--- src/rtl/cones_fifo_sink.sv ---
// cones_fifo_sink: first-word-fall-through FIFO sink with a running XOR
// checksum of every popped word.
// Ports: clk, rst_n (async, active-low); in_data/in_valid/in_ready (upstream);
// out_data/out_valid/out_ready (downstream); level (stored words);
// xor_acc (XOR of popped words since reset).
module cones_fifo_sink #(
    parameter int WIDTH = 2,
    parameter int DEPTH = 4
) (
    input  logic                       clk,
    input  logic                       rst_n,
    input  logic [WIDTH-1:0]           in_data,
    input  logic                       in_valid,
    output logic                       in_ready,
    output logic [WIDTH-1:0]           out_data,
    output logic                       out_valid,
    input  logic                       out_ready,
    output logic [$clog2(DEPTH+1)-1:0] level,
    output logic [WIDTH-1:0]           xor_acc
);

    localparam int AW = (DEPTH > 1) ? $clog2(DEPTH) : 1;
    localparam int LW = $clog2(DEPTH+1);
    localparam logic [LW-1:0] FULL = LW'(DEPTH);

    logic [WIDTH-1:0] mem [DEPTH];
    logic [AW-1:0]    rd_q;
    logic [AW-1:0]    wr_q;
    logic [LW-1:0]    lvl_q;
    logic [WIDTH-1:0] acc_q;
    logic             push;
    logic             pop;

    // Handshake depends on stored level only; out_ready never reaches in_ready.
    assign in_ready  = (lvl_q != FULL);
    assign out_valid = (lvl_q != '0);
    assign out_data  = mem[rd_q];
    assign level     = lvl_q;
    assign xor_acc   = acc_q;

    assign push = in_valid & in_ready;
    assign pop  = out_valid & out_ready;

    // DEPTH is a power of two, so the pointers wrap by natural overflow.
    always_ff @(posedge clk or negedge rst_n) begin
        if (!rst_n) begin
            rd_q  <= '0;
            wr_q  <= '0;
            lvl_q <= '0;
            acc_q <= '0;
            for (int i = 0; i < DEPTH; i++) begin
                mem[i] <= '0;
            end
        end else begin
            if (push) begin
                mem[wr_q] <= in_data;
                wr_q      <= wr_q + 1'b1;
            end
            if (pop) begin
                rd_q  <= rd_q + 1'b1;
                acc_q <= acc_q ^ mem[rd_q];
            end
            if (push && !pop) begin
                lvl_q <= lvl_q + 1'b1;
            end else if (pop && !push) begin
                lvl_q <= lvl_q - 1'b1;
            end
        end
    end

endmodule

--- config.mk ---
export PLATFORM = sky130hd
export DESIGN_NAME = cones_fifo_sink
export DESIGN_NICKNAME = d
export VERILOG_FILES = /design/src/rtl/cones_fifo_sink.sv
export SDC_FILE = /design/constraint.sdc
export NUM_CORES = 1
export LEC_CHECK = 0
export BUFFER_PORTS_ARGS = -buffer_cell sky130_fd_sc_hd__buf_2
export CAP_MARGIN = 20
export CORE_MARGIN = 10
export CORE_UTILIZATION = 48
export CTS_BUF_LIST = sky130_fd_sc_hd__clkbuf_16
export DETAILED_ROUTE_END_ITERATION = 10
export MAX_ROUTING_LAYER = met4
export PLACE_DENSITY_LB_ADDON = 0.1
export SLEW_MARGIN = 0
export SYNTH_ARGS = -nofsm -noshare
export SYNTH_HDL_FRONTEND = slang
export SYNTH_SLANG_ARGS = --single-unit
--- constraint.sdc ---
create_clock -name clk -period 2.96 [get_ports clk]
set_input_delay 0.444 -clock clk [delete_from_list [all_inputs] [get_ports clk]]
set_output_delay 0.444 -clock clk [all_outputs]
set_load 0.005 [all_outputs]
Yosys cells after proc, flatten, opt, wreduce, memory -nomap -nowiden
Index checks and enable logic that the tools add are counted.
{ "word_totals": {"regBits": 17, "output_inout_bits": 9, "word_cells": 36} }
{ "classes": {"n_addsub": 4, "order_cmp": 3, "eq_ne": 1, "muxes": 8, "bitwise_logic": 5, "reduce_logical": 7} }
{ "op_table": {"columns": ["cell", "count"], "rows": [
  ["bitwise mux 8 bit", 1],
  [">= comparator 3 bit, second input constant", 2],
  ["two-way mux 2 bit", 3],
  ["two-way mux 3 bit", 2],
  ["NOT 2 -> 3 bit", 2],
  ["adder 2 x 1 -> 2 bit, second input constant", 2],
  ["binary-select mux 2 bit (select 2 bit)", 1],
  ["demux 2 bit (select 2 bit)", 1],
  ["adder 3 x 1 -> 3 bit, second input constant", 1],
  ["logical AND 1 bit", 3],
  ["< comparator 3 x 1 -> 1 bit, second input constant", 1],
  ["!= test 3 bit, second input constant", 1],
  ["nonzero test 3 bit", 1],
  ["subtractor 3 x 1 -> 3 bit, second input constant", 1],
  ["AND 1 bit", 2],
  ["logical NOT 1 bit", 2],
  ["nonzero test 2 bit", 1],
  ["bitwise XOR 2 bit", 1]
]} }

Longest topological paths before layout
{ "depth": {"ltp_word": 6, "depth_mapped": 10, "mapped_depth_nobuf": 9} }

Worst setup path before layout
No wires, ideal clock.
{ "synth_path": {"path_kind": "register to register", "startpoint": "register lvl_q[0] (netlist: level[0])", "endpoint": "register lvl_q[1] (netlist: level[1])", "setup_ps": 125, "arrival_ps": 1998, "t_required_ps": 2835, "slack_ps": 837, "stages_incl_launch_ff": 9, "n_path_buf": 1, "synth_period_minus_slack_ps": 2123, "cell_sequence": "dfrtp_1 > or3b_1 > buf_6 > nand2_4 > inv_1 > ha_1 > inv_1 > fa_1 > mux2_2"} }
{ "synth_via": {"elab_chain_cells": 5, "word_cells_on_any_way": 13} }
{ "synth_rtl": {"columns": ["item", "line", "text"], "rows": [
  ["from (decl)", "29", "logic [LW-1:0] lvl_q;"],
  ["from (signal assigned)", "64", "lvl_q <= lvl_q + 1'b1;"],
  ["from (signal assigned)", "66", "lvl_q <= lvl_q - 1'b1;"],
  ["!= test 3 bit *", "35", "assign in_ready = (lvl_q != FULL);"],
  ["named net in_ready", "14", "output logic in_ready,"],
  ["AND 1 bit *", "41", "assign push = in_valid & in_ready;"],
  ["named net push", "31", "logic push;"],
  ["logical NOT 1 bit", "65", "end else if (pop && !push) begin"],
  ["logical AND 1 bit", "65", null],
  ["nonzero test 2 bit (no source line)", null, null]
]} }
The timed path passes the listed nets; every way through them passes the cells marked *. The select of a mux whose other input is x is not followed.
A chain may end at the register's enable or synchronous reset.

Worst setup path after layout
{ "layout_path": {"startpoint": "register lvl_q[0] (netlist: level[0])", "endpoint": "register lvl_q[1] (netlist: level[1])"} }
{ "layout_via": {"elab_chain_cells": 5, "word_cells_on_any_way": 13} }
{ "layout_rtl": {"columns": ["item", "line"], "rows": [
  ["!= test 3 bit *", "35"],
  ["AND 1 bit *", "41"],
  ["named net push", "31"],
  ["logical NOT 1 bit", "65"],
  ["logical AND 1 bit", "65"],
  ["nonzero test 2 bit (no source line)", null]
]} }
Marks and branches as above.

==> metrics.txt <==
# TYPE chip_impl_metric gauge
chip_impl_metric{name="highest_clock_rate",unit="MHz"} 436.1
chip_impl_info{name="rsz_0062_raised_after_global_routing",value="false"} 1
chip_impl_metric{name="grt_first_pass_wirelength",unit="µm"} 2415
chip_impl_info{name="cts_tree",value="built"} 1
chip_impl_info{name="critical_path.endpoint_type",value="flop"} 1
chip_impl_metric{name="syn-mean-instance-area",unit="µm²"} 14.32
chip_impl_metric{name="placement_cell_area",unit="µm²"} 963.4
chip_impl_metric{name="power.leakage",unit="nW"} 0.4844
chip_impl_metric{name="track_usage",unit="%"} 7.681
chip_impl_info{name="critPathLaunchType",value="flop"} 1
chip_impl_metric{name="switching_share",unit="%"} 32.22
chip_impl_metric{name="coreArea",unit="mm²"} 0.001727
chip_impl_metric{name="net-switching-power",unit="W"} 0.0003864
chip_impl_metric{name="dieHeight",unit="µm"} 62.66
chip_impl_info{name="cts_root_buf",value="clkbuf_16"} 1
chip_impl_metric{name="area_growth_from_synthesis_to_final_layout",unit="%"} 19.34
chip_impl_metric{name="post_drt_wl_per_cell",unit="µm"} 13.35
chip_impl_metric{name="floorplan.die_area",unit="mm²"} 0.003926
chip_impl_metric{name="first_pass_iters",unit=""} 2
chip_impl_metric{name="ctsResizeCount",unit=""} 0
chip_impl_metric{name="final_ant_viol_nets",unit=""} 0
chip_impl_metric{name="postCtsSetupRepairBufs",unit=""} 0
chip_impl_metric{name="postLayoutCellArea",unit="mm²"} 0.001042
chip_impl_metric{name="utilization",unit="%"} 60.36
chip_impl_metric{name="worst_slew_pin_slew",unit="ps"} 371.3
chip_impl_metric{name="grt.overflow.total",unit=""} 0
chip_impl_metric{name="p_seq_share",unit="%"} 38.9
chip_impl_metric{name="dp.final_hpwl",unit="µm"} 1081
chip_impl_metric{name="final-setup-viol-count",unit=""} 0
chip_impl_metric{name="detail_route.drc_violations",unit=""} 0
chip_impl_metric{name="timing.critical_path.arrival",unit="ps"} 2420
chip_impl_metric{name="timing.reg2reg.worst_path_depth",unit=""} 7
chip_impl_metric{name="io_buffers",unit=""} 14
chip_impl_metric{name="power.density_cell_area",unit="mW/mm²"} 1151
chip_impl_metric{name="power.combinational.fraction",unit="%"} 39.2
chip_impl_info{name="cpMostUsedCell",value="inv_1"} 1
chip_impl_metric{name="cell_internal_pwr",unit="W"} 0.0008129
chip_impl_metric{name="post-route-period-util",unit="%"} 77.46
chip_impl_metric{name="num_io_pins",unit=""} 15
chip_impl_metric{name="pwr-share-clk",unit="%"} 21.9
chip_impl_metric{name="filler_cell_count",unit=""} 154
chip_impl_metric{name="drive_above_1_share",unit="%"} 37.18
chip_impl_metric{name="insertedDiodeCount",unit=""} 0
chip_impl_metric{name="totalNegativeSetupSlack",unit="ps"} 0
chip_impl_metric{name="worstPathRequired",unit="ps"} 3090
chip_impl_metric{name="place.gp.congestion",unit=""} 0.7603
chip_impl_metric{name="report.final.slew_viol_count",unit=""} 0
chip_impl_metric{name="antenna_found_initial",unit=""} 0
chip_impl_metric{name="clockBufferDepth",unit=""} 2
chip_impl_metric{name="num-nets-final",unit=""} 91
chip_impl_metric{name="floorplan.die.width",unit="µm"} 62.66
chip_impl_metric{name="detailroute.via_count",unit=""} 504
chip_impl_metric{name="worst_ir_drop_vdd",unit="V"} 0.0005690
chip_impl_metric{name="hold_viol",unit=""} 0
chip_impl_metric{name="ys.warnings.count",unit=""} 0
chip_impl_metric{name="cts_made_buffers",unit=""} 3
chip_impl_metric{name="timing.final.crit_period",unit="ps"} 2293
chip_impl_metric{name="cts_num_sinks",unit=""} 17
chip_impl_metric{name="synthesis.nets",unit=""} 73
chip_impl_metric{name="first_global_vias",unit=""} 511
chip_impl_metric{name="grt_max_degree",unit=""} 18
chip_impl_info{name="synth_area_leader_cell",value="dfrtp_1"} 1
chip_impl_metric{name="initial_utilization",unit="%"} 50.58
chip_impl_metric{name="normalized_max_slew_margin",unit="%"} 75.24
chip_impl_info{name="list_of_cells_traversed_by_the_critical_path",value="or3b_1 -> nand2_4 -> inv_1 -> ha_1 -> inv_1 -> fa_1 -> mux2_2"} 1
chip_impl_info{name="timing.critical_path.slowest_stage_cell",value="or3b_1"} 1
chip_impl_metric{name="max-cap-violations",unit=""} 0
chip_impl_metric{name="clkLatencyLatePin",unit="ps"} 250
chip_impl_info{name="status",value="completed"} 1
chip_impl_metric{name="ys_seq_elements",unit=""} 17
chip_impl_metric{name="placed_cells",unit=""} 99
chip_impl_metric{name="drtIter0Drc",unit=""} 7
chip_impl_metric{name="vias_per_cell",unit=""} 4.893
chip_impl_metric{name="synth_cell_types",unit=""} 19
chip_impl_metric{name="mappedNetlistArea",unit="µm²"} 873.3
chip_impl_metric{name="cts.reportedPaths.clkPinSlew",unit="ps"} 50
chip_impl_metric{name="cts-htree-levels",unit=""} 1
chip_impl_info{name="ys_top_cells_by_area",value="dfrtp_1 49%, mux2_1 9.0%, ha_1 7.2%"} 1
chip_impl_metric{name="final_cells",unit=""} 103
chip_impl_metric{name="crit_path_max_fanout",unit=""} 6
chip_impl_metric{name="yosys.area.top_type_share",unit="%"} 48.71
chip_impl_metric{name="clock_skew",unit="ps"} 3.194
chip_impl_metric{name="synth_seq_area_share",unit="%"} 48.71
chip_impl_metric{name="syn_inst",unit=""} 61
chip_impl_metric{name="cts_hold_buffers",unit=""} 0
chip_impl_info{name="worstHoldPathType",value="in2async"} 1
chip_impl_info{name="type_of_the_worst_setup_path",value="reg2reg"} 1
chip_impl_metric{name="placement_rows",unit=""} 15
chip_impl_metric{name="slowest_delay",unit="ps"} 580
chip_impl_metric{name="fin_total_pwr",unit="W"} 0.001199
chip_impl_metric{name="routed_wirelength",unit="µm"} 1375
-- power groups by stage --
stage               logic, W  registers [W]  clock network (W)
floorplan           0.000361       0.000451                  0
finish              0.000470       0.000467           0.000262
global route        0.000534       0.000491           0.000283
CTS                 0.000484       0.000470           0.000271
global placement    0.000475       0.000467                  0
detailed placement  0.000480       0.000470                  0
-- cell usage in the layout (no fill, tap or decap) --
cell type	instances
nand2_1	3
xnor2_1	5
ha_1	5
nand2_4	1
o31a_2	1
or3_2	1
nand3_2	3
inv_1	6
clkbuf_16	3
nor2_1	1
or3b_1	1
mux2_4	2
fa_1	1
buf_2	14
dfrtp_1	17
nand3_4	1
xor2_1	3
mux4_2	2
mux2_2	1
mux2_1	7
-- state kept, by name, indices dropped and copies added, names as in the netlist --
name,cells
wr_q,2
xor_acc,2
mem,8
rd_q,2
level,3
-- per-stage QoR --
stage | setup slack, ps | hold WS, ps
5_1_grt | 550.3 | 137.7
6_report | 667.2 | 109.8
4_1_cts | 660.0 | 122.3
3_5_place_dp | 692.8 | 385.1
3_3_place_gp | 734.3 | 387.2
2_1_floorplan | 837.4 | 148.4
-- layer usage --
metal	wire (µm)	share of wire (%)	track usage (%)
met1	686	50	9.271
met2	555	40	10.64
met3	106	7.7	3.584
met4	27	2.0	3.352
met5	0	0	-
-- kinds of logic (layout without fill, tap and decap cells) --
| family | after synthesis | after routing | synth area share (%) |
|---|---|---|---|
| buffers and inverters | 6 | 23 | 3.439 |
| multiplexers | 12 | 12 | 18.91 |
| adder cells (fa/ha/maj) | 6 | 6 | 9.456 |
| AO/OA/AOI/OAI | 1 | 1 | 1.146 |
| XOR/XNOR | 8 | 8 | 8.023 |
| flip-flops | 17 | 17 | 48.71 |
| AND/OR/NAND/NOR | 11 | 11 | 10.32 |
-- area by class of cell --
cell class | instances | area (µm²) | share of cell area, %
clock buffers | 3 | 75.07 | 7.203
clock inverters | 1 | 3.754 | 0.3601
inverters | 5 | 18.77 | 1.801
multi-input cells | 38 | 417.9 | 40.10
flip-flops and latches | 17 | 425.4 | 40.82
well taps | 25 | 31.28 | 3.001
repair buffers | 14 | 70.07 | 6.723
-- worst paths after layout --
| check | from | to | slack, ps |
|---|---|---|---|
| worst max register to register | level[0]$_DFFE_PN0P_ | level[1]$_DFFE_PN0P_ | 670 |
| worst min-delay path | rst_n | mem[7]$_DFFE_PN0P_ | 110 |
| min in group clk | in_data[1] | mem[5]$_DFFE_PN0P_ | 450 |
| max in group asynchronous | rst_n | rd_q[0]$_DFFE_PN0P_ | 2580 |
| worst max-delay path | level[0]$_DFFE_PN0P_ | level[1]$_DFFE_PN0P_ | 670 |
| worst min register to register | xor_acc[0]$_DFFE_PN0P_ | xor_acc[0]$_DFFE_PN0P_ | 460 |
-- critical path: cells and delay by family (launching register included) --
kind | cells | cell delay, ps
buf+inv | 2 | 120
fa+ha+maj | 2 | 610
simple gates | 2 | 730
flops | 1 | 450
mux | 1 | 270
-- Yosys cell counts --
cell,count
buf_6,1
dfrtp_1,17
fa_1,1
ha_1,5
inv_1,5
mux2_1,7
mux2_2,1
mux2_4,2
mux4_2,2
nand2_1,3
nand2_4,1
nand3_2,3
nand3_4,1
nor2_1,1
o31a_2,1
or3_2,1
or3b_1,1
xnor2_1,5
xor2_1,3
Power figures use the tool's default switching activity.
